## src/rtl/pipeline_hazard_ctrl.sv

```systemverilog
// Hazard/flush controller: per-source forwarding selects, load-use stall, and a
// single down-counting flush FSM whose length and reported cause depend on the triggering event.
module pipeline_hazard_ctrl #(
    parameter int REG_W          = 5,
    parameter int NSRC           = 2,
    parameter int ZERO_HARDWIRED = 0,
    parameter int FLUSH_RST      = 2,
    parameter int FLUSH_INT      = 2,
    parameter int FLUSH_BR       = 2,
    parameter int FLUSH_CALL     = 2,
    parameter int FLUSH_RET      = 3,
    parameter int CNT_W          = 4
) (
    input  logic                    clk,
    input  logic                    reset,
    input  logic [NSRC*REG_W-1:0]   src_addr,
    input  logic [NSRC-1:0]         src_read,
    input  logic [REG_W-1:0]        ex_addr,
    input  logic                    ex_wen,
    input  logic                    ex_is_load,
    input  logic [REG_W-1:0]        wb_addr,
    input  logic                    wb_wen,
    input  logic [3:0]              instr_type,
    input  logic                    branch_taken,
    input  logic                    interrupt,
    output logic [2*NSRC-1:0]       fwd_sel,
    output logic                    fetch_stall,
    output logic                    dec_nop,
    output logic                    pc_inc,
    output logic                    pc_load,
    output logic                    pc_reset,
    output logic                    flush_active,
    output logic [2:0]              flush_cause
);

    typedef enum logic {CHECK = 1'b0, FLUSH = 1'b1} state_t;

    state_t             state, state_nxt;
    logic [CNT_W-1:0]   cnt, cnt_nxt;
    logic [2:0]         cause_nxt;
    logic               load_use, call_det, return_det;
    logic               ld_en;
    logic [CNT_W-1:0]   ld_len;
    logic [2:0]         ld_cause;

    function automatic logic src_hit(input logic [REG_W-1:0] a, input logic rd,
                                     input logic wen, input logic [REG_W-1:0] dst);
        return rd && wen && (a == dst) && !((ZERO_HARDWIRED != 0) && (a == '0));
    endfunction

    // A loaded EX value cannot be forwarded, so WB may still supply that source.
    always_comb begin
        fwd_sel  = '0;
        load_use = 1'b0;
        for (int unsigned i = 0; i < NSRC; i++) begin
            if (src_hit(src_addr[i*REG_W +: REG_W], src_read[i], ex_wen, ex_addr) && !ex_is_load)
                fwd_sel[2*i +: 2] = 2'b01;
            else if (src_hit(src_addr[i*REG_W +: REG_W], src_read[i], wb_wen, wb_addr))
                fwd_sel[2*i +: 2] = 2'b10;
            if (src_hit(src_addr[i*REG_W +: REG_W], src_read[i], ex_wen, ex_addr) && ex_is_load)
                load_use = 1'b1;
        end
        if (reset)
            fwd_sel = '0;
    end

    assign call_det   = (instr_type == 4'h6);
    assign return_det = (instr_type inside {4'h7, 4'h8, 4'h9});

    always_ff @(posedge clk) begin
        if (reset) begin
            state       <= (FLUSH_RST == 0) ? CHECK : FLUSH;
            cnt         <= CNT_W'(FLUSH_RST);
            flush_cause <= (FLUSH_RST == 0) ? 3'd0 : 3'd1;
        end else begin
            state       <= state_nxt;
            cnt         <= cnt_nxt;
            flush_cause <= cause_nxt;
        end
    end

    // Interrupt reloads the counter in either state; other events only start a flush from CHECK.
    always_comb begin
        ld_en    = 1'b1;
        ld_len   = '0;
        ld_cause = 3'd0;
        if (interrupt) begin
            ld_len   = CNT_W'(FLUSH_INT);
            ld_cause = 3'd2;
        end else if (state == FLUSH || load_use) begin
            ld_en = 1'b0;
        end else if (call_det) begin
            ld_len   = CNT_W'(FLUSH_CALL);
            ld_cause = 3'd4;
        end else if (branch_taken) begin
            ld_len   = CNT_W'(FLUSH_BR);
            ld_cause = 3'd3;
        end else if (return_det) begin
            ld_len   = CNT_W'(FLUSH_RET);
            ld_cause = 3'd5;
        end else begin
            ld_en = 1'b0;
        end
    end

    always_comb begin
        state_nxt = state;
        cnt_nxt   = cnt;
        cause_nxt = flush_cause;
        if (ld_en) begin
            if (ld_len == '0) begin
                state_nxt = CHECK;
                cnt_nxt   = '0;
                cause_nxt = 3'd0;
            end else begin
                state_nxt = FLUSH;
                cnt_nxt   = ld_len;
                cause_nxt = ld_cause;
            end
        end else if (state == FLUSH) begin
            if (cnt <= CNT_W'(1)) begin
                state_nxt = CHECK;
                cnt_nxt   = '0;
                cause_nxt = 3'd0;
            end else begin
                cnt_nxt = cnt - CNT_W'(1);
            end
        end
    end

    always_comb begin
        pc_reset    = reset;
        dec_nop     = 1'b0;
        fetch_stall = 1'b0;
        pc_load     = 1'b0;
        if (reset) begin
            dec_nop = 1'b1;
        end else if (interrupt) begin
            pc_load = 1'b1;
            dec_nop = 1'b1;
        end else if (state == FLUSH) begin
            dec_nop = 1'b1;
        end else if (load_use) begin
            fetch_stall = 1'b1;
            dec_nop     = 1'b1;
        end else if (call_det) begin
            dec_nop = 1'b1;
        end else if (branch_taken) begin
            pc_load = 1'b1;
            dec_nop = 1'b1;
        end else if (return_det) begin
            pc_load     = 1'b1;
            fetch_stall = 1'b1;
            dec_nop     = 1'b1;
        end
        pc_inc       = !reset && !pc_load && !fetch_stall;
        flush_active = (state == FLUSH);
    end

endmodule

```

## config.mk

```make
export PLATFORM = sky130hd
export DESIGN_NAME = pipeline_hazard_ctrl
export DESIGN_NICKNAME = d
export VERILOG_FILES = /design/src/rtl/pipeline_hazard_ctrl.sv
export SDC_FILE = /design/constraint.sdc
export NUM_CORES = 1
export LEC_CHECK = 0
export CAP_MARGIN = 15
export CORE_MARGIN = 4
export CORE_UTILIZATION = 38
export DETAILED_ROUTE_END_ITERATION = 12
export GPL_ROUTABILITY_DRIVEN = 0
export GPL_TIMING_DRIVEN = 1
export PLACE_DENSITY = 0.87
export SLEW_MARGIN = 20
export SYNTH_ARGS = -nofsm -noshare
export SYNTH_HDL_FRONTEND = slang
export SYNTH_SLANG_ARGS = --single-unit
```

## constraint.sdc

```tcl
create_clock -name clk -period 2.4 [get_ports clk]
set_input_delay 0.48 -clock clk [delete_from_list [all_inputs] [get_ports clk]]
set_output_delay 0.48 -clock clk [all_outputs]
set_load 0.01 [all_outputs]
```

# ---- After elaboration in Yosys (flattened, before gate mapping)
# Index checks and enable logic that the tools add are counted.
dict set report word_totals {
  ff_bits 8
  out_inout_bits 13
  wordCells 86
}
dict set report classes {
  order_cmp 1
  mux 49
  n_addsub 1
  n_eq_ne 8
  n_reduce_logical 24
}
# op n
set op_table {}
lappend op_table {{$mux W3} 9}
lappend op_table {{$mux W1} 26}
lappend op_table {{$eq A5 B5 Y1} 4}
lappend op_table {{$mux W4} 5}
lappend op_table {{$mux W2} 9}
lappend op_table {{$logic_and A1 B1 Y1} 14}
lappend op_table {{$eq A4 B3 Y1 const B} 2}
lappend op_table {{$eq A4 B4 Y1 const B} 2}
lappend op_table {{$le A4 B1 Y1 const B} 1}
lappend op_table {{$logic_not A1 Y1} 4}
lappend op_table {{$logic_not A4 Y1} 1}
lappend op_table {{$reduce_bool A2 Y1} 2}
lappend op_table {{$sub A4 B1 Y4 const B} 1}
lappend op_table {{$reduce_bool A3 Y1} 1}
lappend op_table {{$reduce_and A2 Y1} 1}
lappend op_table {{$logic_or A1 B1 Y1} 1}

# ---- Longest topological paths before layout
dict set report depth {
  depth_word 12
  ltp_mapped 6
  ltp_nobuf 6
}

# ---- Worst setup path after synthesis
# No wires, ideal clock.
dict set report synth_path {
  path_type {input-to-output}
  startpoint {in src_addr[7]}
  endpoint {out pc_load}
  n_path_buf 0
  path_slack_ns 0.256
  arrival_ns 1.664
  t_required_ns 1.920
  path_stages 5
  cell_sequence {xnor2_1 and4_2 a22o_2 or3_1 a21oi_1}
}
dict set report synth_via {
  elab_chain_cells 8
}
# element line_no
set synth_rtl {}
lappend synth_rtl {{start: declaration} 16} ;# input logic [NSRC*REG_W-1:0] src_addr,
lappend synth_rtl {{$eq A5 B5 Y1} 48} ;# return rd && wen && (a == dst) && !((ZERO_HARDWIRED != 0) && (a == '0));
lappend synth_rtl {{$logic_and A1 B1 Y1} 48}
lappend synth_rtl {{$logic_and A1 B1 Y1} 60} ;# if (src_hit(src_addr[i*REG_W +: REG_W], src_read[i], ex_wen, ex_addr) && ex_is_load)
lappend synth_rtl {{$mux W1} 60}
lappend synth_rtl {{$mux W1} 143} ;# end else if (load_use) begin
lappend synth_rtl {{$mux W1} 141} ;# end else if (state == FLUSH) begin
lappend synth_rtl {{$mux W1} 138} ;# end else if (interrupt) begin
lappend synth_rtl {{$mux W1} 136} ;# if (reset) begin
lappend synth_rtl {{end: declaration} 30} ;# output logic pc_load,
# No other way between the ends.

# ---- Worst setup path after layout
dict set report layout_path {
  startpoint {in ex_addr[1]}
  endpoint {out pc_load}
}
dict set report layout_via {
  elab_chain_cells 9
}
# element line_no
set layout_rtl {}
lappend layout_rtl {{start: declaration} 18} ;# input logic [REG_W-1:0] ex_addr,
lappend layout_rtl {{$eq A5 B5 Y1} 48}
lappend layout_rtl {{$logic_and A1 B1 Y1} 48}
lappend layout_rtl {{$logic_and A1 B1 Y1} 60}
lappend layout_rtl {{$mux W1} 60}
lappend layout_rtl {{$mux W1 *} 60}
lappend layout_rtl {{$mux W1 *} 143}
lappend layout_rtl {{$mux W1 *} 141}
lappend layout_rtl {{$mux W1 *} 138}
lappend layout_rtl {{$mux W1 *} 136}
# Every way passes the cells marked *; elsewhere a longest branch is shown, timed or not.

==> qor.json <==
{
  "nets": 232,
  "insertion_delay_ps": 250,
  "maxCapViolations": 0,
  "vdd_ir_drop_max_uv": 230,
  "tns_ps": -9.98,
  "first_global_vias": 1384,
  "failing_checks": "negative setup slack",
  "drt_total_wl_um": 4750,
  "startpoint_type_of_the_worst_setup_path": "input pin",
  "cp_slowest_stage_delay_ps": 410,
  "placeableCoreArea_um2": 2040,
  "final_critical_path_setup_slack_ps": -7.52,
  "final_hold_viol_count": 0,
  "die_y_um": 55.1,
  "ff_latch_area_um2": 160,
  "synth_area_leader_cell": "sky130_fd_sc_hd__dfxtp_1",
  "grt_start_max_net_pins": 12,
  "antenna_violations_before_repair": 0,
  "slew_violations": 0,
  "endpoint_kind": "primary output",
  "min-delay-path-class": "reg2reg",
  "period_minus_slack_ps": 2410,
  "top_achievable_clock_speed_ghz": 0.415,
  "synth_sequential_area_ratio_pct": 19.0,
  "buffer_ports.inserted": 45,
  "number_of_cts_inserted_buffers": 3,
  "status": "finished with violations",
  "synth_top_family_by_area": "simple AND/OR/NAND/NOR gates",
  "worstPathCellList": "buf_2 > xor2_2 > nor4_2 > a22o_2 > or3_4 > a21oi_2 > buf_2",
  "synth.net_count": 143,
  "n_fill_cell": 119,
  "netlist.area_leader.share_pct": 19.0,
  "synth.mux.area_fraction_pct": 0,
  "drt.antenna.violating_nets": 0,
  "syn_to_layout_area_delta_pct": 101,
  "synth_compound_area_share_pct": 22.7,
  "groute.usage.overall_pct": 28.7,
  "number_of_instances_in_the_synthesized_netlist": 108,
  "die_width_um": 55.1,
  "synth_async_sr_flop_share_pct": 0,
  "floorplan.die_area_um2": 3030,
  "crit_path_top_delay_cell": "sky130_fd_sc_hd__or3_4",
  "multi_input_comb_area_um2": 792,
  "detail_route.iter0.violations": 75,
  "fin_worst_hold_slack_ps": 491,
  "crit_type": "in2out",
  "slew_at_the_pin_with_the_worst_max_slew_slack_ps": 487,
  "diode_insertion_count_for_antenna_repair": 0,
  "drive_above_1_share_pct": 52.8,
  "clockBufferDepth": 2,
  "io_pins": 46,
  "crit_path_max_fanout": 3,
  "synth-main-ff-cell": "sky130_fd_sc_hd__dfxtp_1",
  "post_drt_wl_per_cell_um": 21.4,
  "numPlacedInstances": 204,
  "leakagePower_uw": 0.000809,
  "synthXorXnorAreaFrac_pct": 20.8,
  "core.rowCount": 16,
  "ys_types": 41,
  "detail_route.first_pass.iterations": 4,
  "cts_sinks": 8,
  "ys_ff_latch": 8,
  "p_per_area_nw_per_um2": 312,
  "relSlewSlack_pct": 67.5,
  "grt_first_pass_wirelength_um": 6110,
  "global_route.overflow_total": 0,
  "routed-via-count": 1398,
  "dp_hpwl_um": 2600,
  "critPathMostFrequentCell": "sky130_fd_sc_hd__buf_2",
  "clock_tree.htree_level_count": 1,
  "finalNonFillerCells": 222,
  "timing.final.setup_violations": 2,
  "clk_root_buffer_cell": "sky130_fd_sc_hd__clkbuf_4",
  "worst-endpoint-required_ps": 1920,
  "drt_drc_violations_left": 0,
  "layout_worst_path_cycle_share_pct": 100,
  "synth-edff-count": 0,
  "holdBufCountCts": 0,
  "ys_warns": 0,
  "synth_simple_gate_area_share_pct": 29.6,
  "post_synth.cell_area_avg_um2": 7.80,
  "cts_tree": "done",
  "synth_area_um2": 842,
  "arithmetic_cell_share_of_the_synthesized_area_counting_full_adders_half_adders_and_majority_gates_pct": 2.97,
  "worst_ep_arrival_time_ps": 1930,
  "initial_util_pct": 41.2,
  "avgViaCountPerCell": 6.30,
  "worst_clock_skew_ps": 6.80,
  "dominant_cells_by_area_after_synthesis": "sky130_fd_sc_hd__dfxtp_1, sky130_fd_sc_hd__xor2_1, sky130_fd_sc_hd__inv_1, sky130_fd_sc_hd__nor2_1, sky130_fd_sc_hd__xnor2_1",
  "cts.clk_slew.worst_paths_ps": 60
}
synthesized netlist by cell type (3+ instances only):
cell type,n
sky130_fd_sc_hd__a21oi_1,4
sky130_fd_sc_hd__dfxtp_1,8
sky130_fd_sc_hd__nor2_1,8
sky130_fd_sc_hd__nor3_1,5
sky130_fd_sc_hd__nand3_1,3
sky130_fd_sc_hd__inv_1,8
sky130_fd_sc_hd__xor2_1,17
sky130_fd_sc_hd__xnor2_1,3
sky130_fd_sc_hd__nor4_1,4
sky130_fd_sc_hd__nand2_1,6
cells by family after synthesis:
group / after synthesis
buffers and inverters: 10
AND/OR/NAND/NOR: 43
AO/OA/AOI/OAI: 25
adder cells (fa/ha/maj): 2
XOR/XNOR: 20
flip-flops: 8
routing by layer:
metal / vias up / track usage, % / share of wire, %
met5: - / 0 / 0
met4: 0 / 26.3 / 9.7
met3: 52 / 6.43 / 8.9
met2: 133 / 51.2 / 47
met1: 642 / 26.8 / 34
li1: 571 / - / -
cell usage in the layout (no fill, tap or decap), types with 4 or more instances in the layout:
cell | Yosys | layout
sky130_fd_sc_hd__buf_2 | 0 | 8
sky130_fd_sc_hd__buf_4 | 1 | 43
sky130_fd_sc_hd__clkbuf_2 | 0 | 13
sky130_fd_sc_hd__dfxtp_1 | 8 | 8
sky130_fd_sc_hd__nor2_1 | 8 | 8
sky130_fd_sc_hd__xor2_1 | 17 | 10
sky130_fd_sc_hd__nand2_1 | 6 | 5
sky130_fd_sc_hd__inv_1 | 8 | 7
sky130_fd_sc_hd__xor2_2 | 0 | 6
sky130_fd_sc_hd__clkdlybuf4s50_1 | 0 | 10
sky130_fd_sc_hd__dlygate4sd2_1 | 0 | 4
what timing repair did:
item	4_1_cts	5_1_grt
pin swaps	18	22
resized for setup	81	58
setup buffers	11	4
endpoints found under the setup margin	8	16
state kept, by name (all words and copies together), names as in the netlist:
register      cells
flush_cause       3
cnt               4
flush_active      1
layout make-up:
cell class	count	area share, %
Clock buffer	3	1.33
Inverter	8	1.77
Multi-Input combinational cell	90	46.8
Sequential cell	8	9.46
Tap cell	27	2.00
Timing Repair Buffer	86	38.7
stage by stage:
stage               cell area (µm²)  utilization (%)  setup WS (ps)  total power [µW]
global route                   1690             82.9           -127               547
global placement               1510             74.0           -803               358
CTS                            1670             81.8           1.41               487
floorplan                       842                -            256               236
detailed placement             1510             74.0           -792               369
finish                         1690             82.9          -7.52               528
path summary, 6_finish.rpt:
kind                        from             end  slack, ps  cells after the start
hold reg to reg   flush_cause[2]  flush_cause[2]        490                      2
setup reg to reg    flush_active          cnt[3]        780                      5
setup / recovery      ex_addr[1]         pc_load         -8                      7
hold / removal    flush_cause[2]  flush_cause[2]        490                      2
power by group:
| part | switching (µW) | leakage (µW) | internal [µW] | total [µW] |
|---|---|---|---|---|
| combinational | 138 | 0.000730 | 140 | 278 |
| clock | 44.9 | 0.0000138 | 57.2 | 102 |
| sequential | 5.86 | 0.0000658 | 142 | 148 |
worst max-delay path: cells and delay by family:
| family | cells | cell delay [ps] |
|---|---|---|
| compound gates | 2 | 420 |
| buf+inv | 2 | 300 |
| xor+xnor | 1 | 210 |
| simple gates | 2 | 500 |
No activity file was read; power rests on OpenSTA's default activity.
